File: config.mk
export PLATFORM = sky130hd
export DESIGN_NAME = alu_issue_stage
export DESIGN_NICKNAME = d
export VERILOG_FILES = /design/src/rtl/alu_pkg.sv /design/src/rtl/alu_decoder.sv /design/src/rtl/alu_issue_stage.sv
export SDC_FILE = /design/constraint.sdc
export NUM_CORES = 1
export LEC_CHECK = 0
export ABC_CLOCK_PERIOD_IN_PS = 1800
export CORE_MARGIN = 1.5
export CORE_UTILIZATION = 42
export CTS_CLUSTER_SIZE = 8
export DETAILED_ROUTE_END_ITERATION = 10
export PLACE_DENSITY = 0.79
export SETUP_SLACK_MARGIN = 0.1
export SLEW_MARGIN = 25
export SYNTH_ARGS = -nofsm -noshare
export SYNTH_HDL_FRONTEND = slang
export SYNTH_SLANG_ARGS = --single-unit
File: constraint.sdc
create_clock -name i_clk -period 1.8 [get_ports i_clk]
set_input_delay 0.36 -clock i_clk [delete_from_list [all_inputs] [get_ports i_clk]]
set_output_delay 0.36 -clock i_clk [all_outputs]
set_load 0.05 [all_outputs]
File: src/rtl/alu_pkg.sv
// Shared ALU control definitions: RV32I opcode/funct constants, op_sel/bool_op
// encodings and the decoded control bundle carried through the issue buffer.
package alu_pkg;

  localparam int ALU_XLEN   = 32;
  localparam int ALU_REG_AW = 5;

  localparam logic [3:0] SEL_NONE  = 4'b0000;
  localparam logic [3:0] SEL_ADD   = 4'b0001;
  localparam logic [3:0] SEL_CMP   = 4'b0010;
  localparam logic [3:0] SEL_BOOL  = 4'b0100;
  localparam logic [3:0] SEL_SHIFT = 4'b1000;

  localparam logic [1:0] BOOL_XOR = 2'b00;
  localparam logic [1:0] BOOL_OR  = 2'b10;
  localparam logic [1:0] BOOL_AND = 2'b11;

  localparam logic [6:0] OPC_OP     = 7'b0110011;
  localparam logic [6:0] OPC_OP_IMM = 7'b0010011;
  localparam logic [6:0] OPC_LUI    = 7'b0110111;
  localparam logic [6:0] OPC_AUIPC  = 7'b0010111;

  localparam logic [2:0] F3_ADD_SUB = 3'b000;
  localparam logic [2:0] F3_SLL     = 3'b001;
  localparam logic [2:0] F3_SLT     = 3'b010;
  localparam logic [2:0] F3_SLTU    = 3'b011;
  localparam logic [2:0] F3_XOR     = 3'b100;
  localparam logic [2:0] F3_SRL_SRA = 3'b101;
  localparam logic [2:0] F3_OR      = 3'b110;
  localparam logic [2:0] F3_AND     = 3'b111;

  localparam logic [6:0] F7_BASE = 7'b0000000;
  localparam logic [6:0] F7_ALT  = 7'b0100000;

  typedef struct packed {
    logic [ALU_XLEN-1:0]   op_a;
    logic [ALU_XLEN-1:0]   op_b;
    logic                  sub;
    logic [1:0]            bool_op;
    logic [3:0]            op_sel;
    logic                  shift_dir;
    logic                  cmp_sig;
    logic [ALU_REG_AW-1:0] rd;
    logic                  illegal;
  } alu_ctrl_t;

  function automatic logic [ALU_XLEN-1:0] sext_imm12(input logic [11:0] imm);
    return {{(ALU_XLEN-12){imm[11]}}, imm};
  endfunction

endpackage

File: src/rtl/alu_decoder.sv
// Combinational RV32I decoder for OP, OP-IMM, LUI and AUIPC into the ALU
// control bundle; anything outside that set becomes an illegal bundle.
module alu_decoder
  import alu_pkg::*;
(
  input  logic [31:0]           inst,
  input  logic [ALU_XLEN-1:0]   pc,
  input  logic [ALU_XLEN-1:0]   rs1_data,
  input  logic [ALU_XLEN-1:0]   rs2_data,
  output logic [ALU_REG_AW-1:0] rs1_addr,
  output logic [ALU_REG_AW-1:0] rs2_addr,
  output alu_ctrl_t             ctrl
);

  logic [6:0] opcode;
  logic [2:0] funct3;
  logic [6:0] funct7;
  logic       alt;
  logic       legal;
  logic       is_reg_imm;

  assign opcode   = inst[6:0];
  assign funct3   = inst[14:12];
  assign funct7   = inst[31:25];
  assign rs1_addr = inst[19:15];
  assign rs2_addr = inst[24:20];

  // On OP-IMM only the right shifts carry a funct7; elsewhere those bits are immediate.
  assign alt = (opcode == OPC_OP) ? funct7[5]
             : ((funct3 == F3_SRL_SRA) ? funct7[5] : 1'b0);

  always_comb begin
    ctrl       = '0;
    legal      = 1'b1;
    is_reg_imm = 1'b0;

    case (opcode)
      OPC_OP: begin
        is_reg_imm = 1'b1;
        ctrl.op_a  = rs1_data;
        ctrl.op_b  = rs2_data;
        if (funct7 == F7_ALT) begin
          legal = (funct3 == F3_ADD_SUB) || (funct3 == F3_SRL_SRA);
        end else begin
          legal = (funct7 == F7_BASE);
        end
      end
      OPC_OP_IMM: begin
        is_reg_imm = 1'b1;
        ctrl.op_a  = rs1_data;
        if ((funct3 == F3_SLL) || (funct3 == F3_SRL_SRA)) begin
          ctrl.op_b = {{(ALU_XLEN-5){1'b0}}, inst[24:20]};
        end else begin
          ctrl.op_b = sext_imm12(inst[31:20]);
        end
        if (funct3 == F3_SLL) begin
          legal = (funct7 == F7_BASE);
        end else if (funct3 == F3_SRL_SRA) begin
          legal = (funct7 == F7_BASE) || (funct7 == F7_ALT);
        end
      end
      OPC_LUI: begin
        ctrl.op_b   = {inst[31:12], 12'h000};
        ctrl.op_sel = SEL_ADD;
      end
      OPC_AUIPC: begin
        ctrl.op_a   = pc;
        ctrl.op_b   = {inst[31:12], 12'h000};
        ctrl.op_sel = SEL_ADD;
      end
      default: begin
        legal = 1'b0;
      end
    endcase

    if (is_reg_imm) begin
      case (funct3)
        F3_ADD_SUB: begin
          ctrl.op_sel = SEL_ADD;
          ctrl.sub    = alt;
        end
        F3_SLL: begin
          ctrl.op_sel = SEL_SHIFT;
        end
        F3_SLT: begin
          ctrl.op_sel  = SEL_CMP;
          ctrl.sub     = 1'b1;
          ctrl.cmp_sig = 1'b1;
        end
        F3_SLTU: begin
          ctrl.op_sel = SEL_CMP;
          ctrl.sub    = 1'b1;
        end
        F3_XOR: begin
          ctrl.op_sel  = SEL_BOOL;
          ctrl.bool_op = BOOL_XOR;
        end
        F3_SRL_SRA: begin
          ctrl.op_sel    = SEL_SHIFT;
          ctrl.shift_dir = 1'b1;
          ctrl.sub       = alt;
        end
        F3_OR: begin
          ctrl.op_sel  = SEL_BOOL;
          ctrl.bool_op = BOOL_OR;
        end
        F3_AND: begin
          ctrl.op_sel  = SEL_BOOL;
          ctrl.bool_op = BOOL_AND;
        end
        default: begin
          ctrl.op_sel = SEL_NONE;
        end
      endcase
    end

    ctrl.rd = inst[11:7];

    // Illegal bundles still travel the handshake but carry no operation or destination.
    if (!legal) begin
      ctrl         = '0;
      ctrl.op_sel  = SEL_NONE;
      ctrl.illegal = 1'b1;
    end
  end

endmodule

File: src/rtl/alu_issue_stage.sv
// ALU issue stage: decodes the incoming instruction and holds the bundle in a
// two-entry skid buffer so that o_ready is a register, not a path from i_ready.
module alu_issue_stage
  import alu_pkg::*;
#(
  parameter int XLEN   = ALU_XLEN,
  parameter int REG_AW = ALU_REG_AW
) (
  input  logic              i_clk,
  input  logic              i_rst_n,
  input  logic              i_flush,
  input  logic              i_valid,
  output logic              o_ready,
  input  logic [31:0]       i_inst,
  input  logic [XLEN-1:0]   i_pc,
  output logic [REG_AW-1:0] o_rs1_addr,
  output logic [REG_AW-1:0] o_rs2_addr,
  input  logic [XLEN-1:0]   i_rs1_data,
  input  logic [XLEN-1:0]   i_rs2_data,
  output logic              o_valid,
  input  logic              i_ready,
  output logic [XLEN-1:0]   o_op_a,
  output logic [XLEN-1:0]   o_op_b,
  output logic              o_sub,
  output logic [1:0]        o_bool_op,
  output logic [3:0]        o_op_sel,
  output logic              o_shift_dir,
  output logic              o_cmp_sig,
  output logic [REG_AW-1:0] o_rd,
  output logic              o_illegal
);

  alu_ctrl_t dec;
  alu_ctrl_t m_q, m_d;
  alu_ctrl_t s_q, s_d;
  logic      m_valid_q, m_valid_d;
  logic      s_valid_q, s_valid_d;
  logic      ready_q;
  logic      fire_in;
  logic      fire_out;

  alu_decoder u_decoder (
    .inst     (i_inst),
    .pc       (i_pc),
    .rs1_data (i_rs1_data),
    .rs2_data (i_rs2_data),
    .rs1_addr (o_rs1_addr),
    .rs2_addr (o_rs2_addr),
    .ctrl     (dec)
  );

  assign fire_in  = i_valid & ready_q;
  assign fire_out = m_valid_q & i_ready;

  // M always drains from S first, so instructions leave in arrival order.
  always_comb begin
    m_d       = m_q;
    s_d       = s_q;
    m_valid_d = m_valid_q;
    s_valid_d = s_valid_q;

    if (i_flush) begin
      m_valid_d = 1'b0;
      s_valid_d = 1'b0;
    end else if (!m_valid_q || fire_out) begin
      if (s_valid_q) begin
        m_d       = s_q;
        m_valid_d = 1'b1;
        s_valid_d = 1'b0;
      end else if (fire_in) begin
        m_d       = dec;
        m_valid_d = 1'b1;
      end else begin
        m_valid_d = 1'b0;
      end
    end else if (fire_in) begin
      s_d       = dec;
      s_valid_d = 1'b1;
    end
  end

  always_ff @(posedge i_clk) begin
    if (!i_rst_n) begin
      m_q       <= '0;
      s_q       <= '0;
      m_valid_q <= 1'b0;
      s_valid_q <= 1'b0;
      ready_q   <= 1'b1;
    end else begin
      m_q       <= m_d;
      s_q       <= s_d;
      m_valid_q <= m_valid_d;
      s_valid_q <= s_valid_d;
      ready_q   <= !s_valid_d;
    end
  end

  assign o_ready     = ready_q;
  assign o_valid     = m_valid_q;
  assign o_op_a      = m_q.op_a;
  assign o_op_b      = m_q.op_b;
  assign o_sub       = m_q.sub;
  assign o_bool_op   = m_q.bool_op;
  assign o_op_sel    = m_q.op_sel;
  assign o_shift_dir = m_q.shift_dir;
  assign o_cmp_sig   = m_q.cmp_sig;
  assign o_rd        = m_q.rd;
  assign o_illegal   = m_q.illegal;

endmodule

==> flow_metrics.py <==
metrics = {
    "power_and_ir_drop": {
        "p_comb_share_pct": 18.7,
        "seq_power_share_pct": 43.0,
        "power.switching_uw": 2492,
        "powerDensity_nw_per_um2": 793.4,
        "p_sw_share_pct": 28.90,
        "clkPwrFrac_pct": 38.3,
        "total_leakage_power_uw": 0.004662,
        "power.total_uw": 8623,
        "power.internal_uw": 6130,
        "vdd_drop_max_v": 0.0007389,
    },
    "global_routing": {
        "grt_first_pass_wirelength_um": 36710,
        "grt_max_degree": 74,
        "grt_usage_pct": 25.48,
        "grt_pass1_vias": 7098,
        "antenna_found_initial": 1,
        "grt_overflow_total": 0,
    },
    "cells_and_area": {
        "layout.cells.non_filler": 1304,
        "num-fill-cells": 1358,
        "finalNetCount": 1202,
        "syn2layout_area_growth_pct": 50.17,
        "drive_above_1_share_pct": 27.45,
    },
    "logic_synthesis": {
        "synth.distinct_cells": 50,
        "synth.largest_area_cell": "dfxtp_1",
        "synth-seq-cells": 161,
        "syn_area_um2": 7237,
        "synth.most_common_cell": "dfxtp_1",
        "yosys_warnings": 0,
        "synth.area.top_cells": "dfxtp_1 (45%), o21ai_0 (6.6%), a221oi_2 (6.2%)",
        "ys_async_sr_fraction_pct": 0,
        "synth_top_area_share_pct": 44.54,
        "synthTopCellsByCount": "dfxtp_1 (161), o21ai_0 (96), nor2_1 (88)",
        "syn_nets": 948,
        "synth_edf_count": 0,
        "ys.flop_type": "dfxtp_1",
        "ys_seq_area_share_pct": 44.54,
        "avgSynthCellArea_um2": 8.880,
        "synthCells": 815,
    },
    "critical_path": {
        "cpMaxStageDelayCell": "nor4_4",
        "crit_path_end_kind": "register",
        "crit_fanout": 7,
        "path_class": "primary input to register",
        "crit_family": "simple AND/OR/NAND/NOR gates",
        "path_buf_inv": 3,
        "arrival_ns": 1.99,
        "path_cells": "buf_6, nor4_4, nand3_4, a31o_4, nor3_4, buf_6, buf_12, a221oi_2, nor2_1",
        "cp_slowest_stage_delay_ns": 0.32,
        "crit_top_cell": "buf_6",
        "start_kind": "primary input",
        "cp.required_ns": 2.16,
    },
    "floorplanning": {
        "die_x_um": 134.3,
        "fp.dieH_um": 134.3,
        "core-area_um2": 16700,
        "boundaryPins": 224,
        "start_util_pct": 43.33,
        "die-area_um2": 18030,
        "rows": 47,
    },
    "clocking": {
        "htree_levels": 4,
        "cts_tree": "done",
        "cts-root-buf": "clkbuf_16",
        "cts.path.max_buffers": 2,
        "cts.sinks": 161,
        "cts_buffers": 17,
        "worstSkewPairLatency_ns": 0.43,
        "clkTransAtPathRegs_ns": 0.06,
    },
    "drt": {
        "drt-met1-wl_um": 10300,
        "routedWlPerCell_um": 18.06,
        "avgViaCountPerCell": 5.688,
        "postRouteWirelength_um": 23550,
        "maxUsedRoutingLayer": "met4",
        "antenna_left": 0,
        "wl_met2_um": 11210,
        "met3RoutedLength_um": 1360,
        "drtPass1Iterations": 5,
        "drc": 0,
        "first_iter_violations": 578,
        "vias": 7417,
    },
    "sta": {
        "finClkSkew_ns": 0.007470,
        "finalHoldViolations": 0,
        "fin_crit_ns": 1.632,
        "tightest_slew_ns": 0.5609,
        "setup_violations": 0,
        "slew_headroom_pct": 62.61,
        "grt_setup_unrepaired": "true",
        "fin_hold_ws_ns": 0.3393,
        "clock.fmax_mhz": 612.9,
        "slew_viol_final": 0,
        "finalCritPeriodShare_pct": 90.65,
        "fin_ws_ns": 0.1683,
    },
    "flow_run": {
        "cap_violations": 0,
    },
    "placed_design": {
        "pre_cts_slack_ns": -0.5634,
        "gp_congestion": 0.8152,
        "io_buffers": 223,
        "hpwl_um": 15990,
        "dp_cells": 1261,
    },
    "worst_hold_path": {
        "hold_path.class": "primary input to register",
    },
    "outcome": {
        "outcome": "completed",
    },
}
## stage by stage
step / utilization (%) / cell area [um^2] / TNS (ns)
floorplan: - / 7308 / 0
global placement: 60.83 / 10160 / -67.69
detailed placement: 60.83 / 10160 / -71.56
CTS: 64.09 / 10700 / 0
global route: 65.06 / 10870 / 0
finish: 65.07 / 10870 / 0
## power groups by stage
stage	Sequential (uW)	Combinational [uW]	Clock, uW
2_1_floorplan	4100	506	0
3_3_place_gp	3780	1570	0
3_5_place_dp	3780	1590	0
4_1_cts	3710	1590	3330
5_1_grt	3720	1710	3500
6_report	3710	1620	3300
## flip-flops by register name, indices dropped and copies added (netlist names)
signal,flops
o_bool_op,2
o_cmp_sig,1
o_illegal,1
o_op_a,32
o_op_b,32
o_op_sel,4
o_rd,5
o_ready,1
o_shift_dir,1
o_sub,1
o_valid,1
s_q,79
s_valid_q,1
## routing by layer
metal  GRT usage (%)  vias to the layer above
met5               0                        -
li1                -                     3513
met4           11.05                        0
met3           4.649                       50
met2           40.66                      287
met1           33.78                     3567
## layout make-up
cell class / count / area (um^2) / area share, %
multi-input combinational: 541 / 3603 / 33.16
sequential: 161 / 3234 / 29.76
timing repair buffer: 326 / 3129 / 28.79
clock buffer: 17 / 425.4 / 3.914
tap: 220 / 275.3 / 2.533
clock inverter: 15 / 111.4 / 1.025
inverter: 22 / 83.83 / 0.7714
antenna: 2 / 5.005 / 0.04605
## worst paths after layout
kind,startpoint,endpoint,slack [ns],depth (start not counted)
min reg2reg,s_q[30],s_q[30],0.45,2
max reg2reg,o_valid,o_op_b[4],0.24,7
max,i_inst[31],o_op_a[12],0.17,9
min,i_rst_n,o_valid,0.34,4
## cells in the final DEF (no fill, tap or decap), types with 12 or more instances in the layout
cell type          n
a21oi_1           28
a221o_1           12
a221oi_1          22
a221oi_2          33
a22o_1            46
a22oi_1           32
buf_12            24
buf_4            162
clkbuf_16         20
clkdlybuf4s50_1  115
dfxtp_1          158
inv_1             19
nand2_1           79
nand3_1           15
nor2_1            86
o211a_1           15
o21ai_0           96
## worst register-to-register path: cells and delay by family (launching register included)
kind            cells  cell delay (ns)
compound gates      1             0.09
simple gates        3             0.54
buf+inv             3             0.51
flops               1             0.34
## what timing repair did
action | CTS | global route
cloned | 0 | 3
buffers inserted | 0 | 6
pin swaps | 9 | 16
hold buffers | 0 | 0
gates resized for setup | 21 | 21
setup endpoints to repair | 151 | 109
## cell families (layout without fill, tap and decap cells)
family	after synthesis	in the layout	share of synthesized area, %
AOI/OAI and AO/OA	316	316	34.28
and+or+nand+nor	220	220	13.40
DFF	161	161	44.54
buffers and inverters	113	380	7.088
muxes	5	5	0.6916
other	0	2	0
Note: power is estimated with default switching activity, not from simulation.
==> variant (same settings) <==
Make the reset (`i_rst_n`) asynchronous in one clocked block.
--- a/src/rtl/alu_issue_stage.sv
+++ b/src/rtl/alu_issue_stage.sv
@@ -80,5 +80,5 @@
   end
 
-  always_ff @(posedge i_clk) begin
+  always_ff @(posedge i_clk or negedge i_rst_n) begin
     if (!i_rst_n) begin
       m_q       <= '0;
Behaviour: differs if i_rst_n is asserted again (counterexample within 4 cycles, from zero or initial values and one cycle with i_rst_n low); with i_rst_n held inactive, the same outputs for 4 cycles.
==> variant against the original RTL <==
- critical endpoint is now o_op_a[13]
- the run now ends with negative setup slack left
- area after synthesis is 9.4% higher
- critical path depth increased by 2
- routed wire length increased by 35%
- setup slack got worse by 0.24 ns
- first-iteration DRC count rose by 30%
- cell area rose by 24%
- critical path type unchanged
- power up 18%
- sequential share of layout area grew 0.22 points
- clock power is 18% higher
- highest routed layer unchanged
- sequential cell count stayed put
==> variant: results (changes against the original RTL) <==
Status = finished, violations left (was completed)
Failing checks = negative setup slack
# fillers = 1173 (was 1358)
TritonCTS buffer count = 17 (unchanged)
Worst Max-Slew Pin Slew = 0.693 ns (was 0.561 ns)
Final WL = 31900 um (was 23500 um)
Via count = 8431 (was 7417)
Iteration-0 DRC Markers = 750 (was 578)
Crit Path Max Fanout = 6 (was 7)
Avg Inst Size Synth = 9.74 um^2 (was 8.88 um^2)
Largest register FFs = 79 (unchanged)
Warnings from Yosys = 0 (unchanged)
Final worst setup slack = -0.0766 ns (was 0.168 ns)
Worst skew pair latency = 0.44 ns
Synth top cells by count = dfrtp_1 (160), nand2_1 (103), a21oi_1 (89), clkbuf_1 (77), o31ai_1 (66) (was dfxtp_1 (161), o21ai_0 (96), nor2_1 (88), nand2_1 (79), clkbuf_1 (56))
Clk buf depth = 2 (unchanged)
Root buffer cell = clkbuf_16 (unchanged)
Share of cells above drive strength 1 = 37.5% (was 27.4%)
GRT Overall Usage = 28.6% (was 25.5%)
Post-synthesis async set-or-reset flop share = 100% (was 0%)
Reg clk slew, reported paths = 0.07 ns
First-pass GRT wire length = 43700 um (was 36700 um)
Net Sw Frac = 32.0% (was 28.9%)
Initial DRT Pass Iterations = 6 (was 5)
Worst clock skew = 0.0131 ns (was 0.00747 ns)
Main synth FF type = dfrtp_1 (was dfxtp_1)
Number of global-route vias before repair = 7799 (was 7098)
Gp weighted congestion = 0.851 (was 0.815)
Initial antenna violation count = 0 (was 1)
PortBufs = 223 (unchanged)
DP HPWL = 16800 um (was 16000 um)
Setup violators final = 15 (was 0)
Nets@finish = 1216 (was 1202)
Largest net degree at the start of global routing = 63 (was 74)
DR WL/cell = 24.0 um (was 18.1 um)
Syn_nets = 946 (was 948)
Pre-CTS WS = -0.791 ns (was -0.563 ns)
Lkg Pwr = 6.10 nW (was 4.66 nW)
Reg2reg start = o_ready (was o_valid)
Post-synth cell types = 45 (was 50)
Worst hold start = i_inst[12] (was i_rst_n)
Placed insts = 1254 (was 1261)
Hold/Removal Path Class = in2reg (unchanged)
Worst vdd rail ir drop = 0.737 mV (was 0.739 mV)
Deepest level of the CTS H-tree = 4 (unchanged)
Critical Path AT = 2.21 ns (was 1.99 ns)
Synth area leaders = dfrtp_1 (51%), o31ai_1 (6.3%), a21oi_1 (5.6%) (was dfxtp_1 (45%), o21ai_0 (6.6%), a221oi_2 (6.2%))
Most flop-heavy register = s_q (unchanged)
CP startpoint = i_inst[26] (was i_inst[31])
Sequential-to-total area share from yosys stat = 50.9% (was 44.5%)
N_diodes = 0 (was 2)
variant: cell types whose count changed after synthesis, sizes merged, moves of 46 or more:
cell    unedited run  this run
a221oi            56         0
nor2              89        43
o31ai              5        67
o21ai            104        38
dfrtp              0       160
a21oi             30        89
dfxtp            161         0
variant: per-layer routing:
metal	global-route usage [%]	vias up	share of wire [%]
met4	12.7	0	5.0
met1	37.9	4128	38
met3	4.92	125	7.9
met2	46.2	573	49
li1	-	3605	-
met5	0	-	0
variant: stage by stage:
stage,power (mW),area (um^2),utilization [%],hold WS (ns),TNS [ns]
3_5_place_dp,6.11,10900,58.7,0.325,-98.82
2_1_floorplan,5.11,8300,-,0.0644,-8.29
6_report,10.2,13500,72.4,0.356,-0.474
3_3_place_gp,6.08,10900,58.7,0.327,-94.24
4_1_cts,10.1,12800,68.8,0.439,-1.95
5_1_grt,10.5,13500,72.4,0.349,-1.37
variant: worst paths after layout:
| kind | to | slack, ns | cells after the start |
|---|---|---|---|
| hold reg to reg | s_q[13] | 0.48 | 2 |
| setup reg to reg | o_op_b[1] | -0.03 | 5 |
| hold / removal | s_q[6] | 0.36 | 3 |
| max in group asynchronous | s_q[76] | 0.73 | 3 |
| setup / recovery | o_op_a[13] | -0.08 | 11 |
| min in group asynchronous | o_op_b[2] | 0.43 | 2 |
variant: final cells by class:
cell class / instances / area (um^2) / area share, %
clock buffer: 17 / 425 / 3.16
timing repair buffer: 342 / 3730 / 27.7
inverter: 6 / 22.5 / 0.167
clock inverter: 15 / 196 / 1.46
sequential: 161 / 4040 / 30.0
tap: 234 / 293 / 2.18
multi-input combinational: 555 / 4760 / 35.4
variant: power by group through the flow:
stage	combinational, mW	clock [mW]	sequential [mW]
2_1_floorplan	0.625	0	4.49
3_3_place_gp	2.13	0	3.95
3_5_place_dp	2.15	0	3.96
4_1_cts	2.26	3.90	3.89
5_1_grt	2.49	4.07	3.92
6_report	2.40	3.90	3.90
variant: cells by family after synthesis:
logic type / synth area share (%)
compound gates: 29.4
buf+inv: 5.45
mux: 0.632
simple gates: 13.6
flops: 50.9
variant: repair_timing:
item,CTS,global route
cloned,16,14
setup buffers,15,4
resized for setup,196,86
endpoints found under the setup margin,158,141
hold endpoints to repair,38,0
hold buffers,1,0
pin swaps,25,23
variant: critical path: stages:
cell       delay (ns)
buf_8            0.10
nor4_4           0.36
a2bb2oi_4        0.11
buf_6            0.14
o31ai_4          0.27
nand2_4          0.10
buf_12           0.14
buf_8            0.12
buf_6            0.13
buf_16           0.14
o41ai_2          0.22
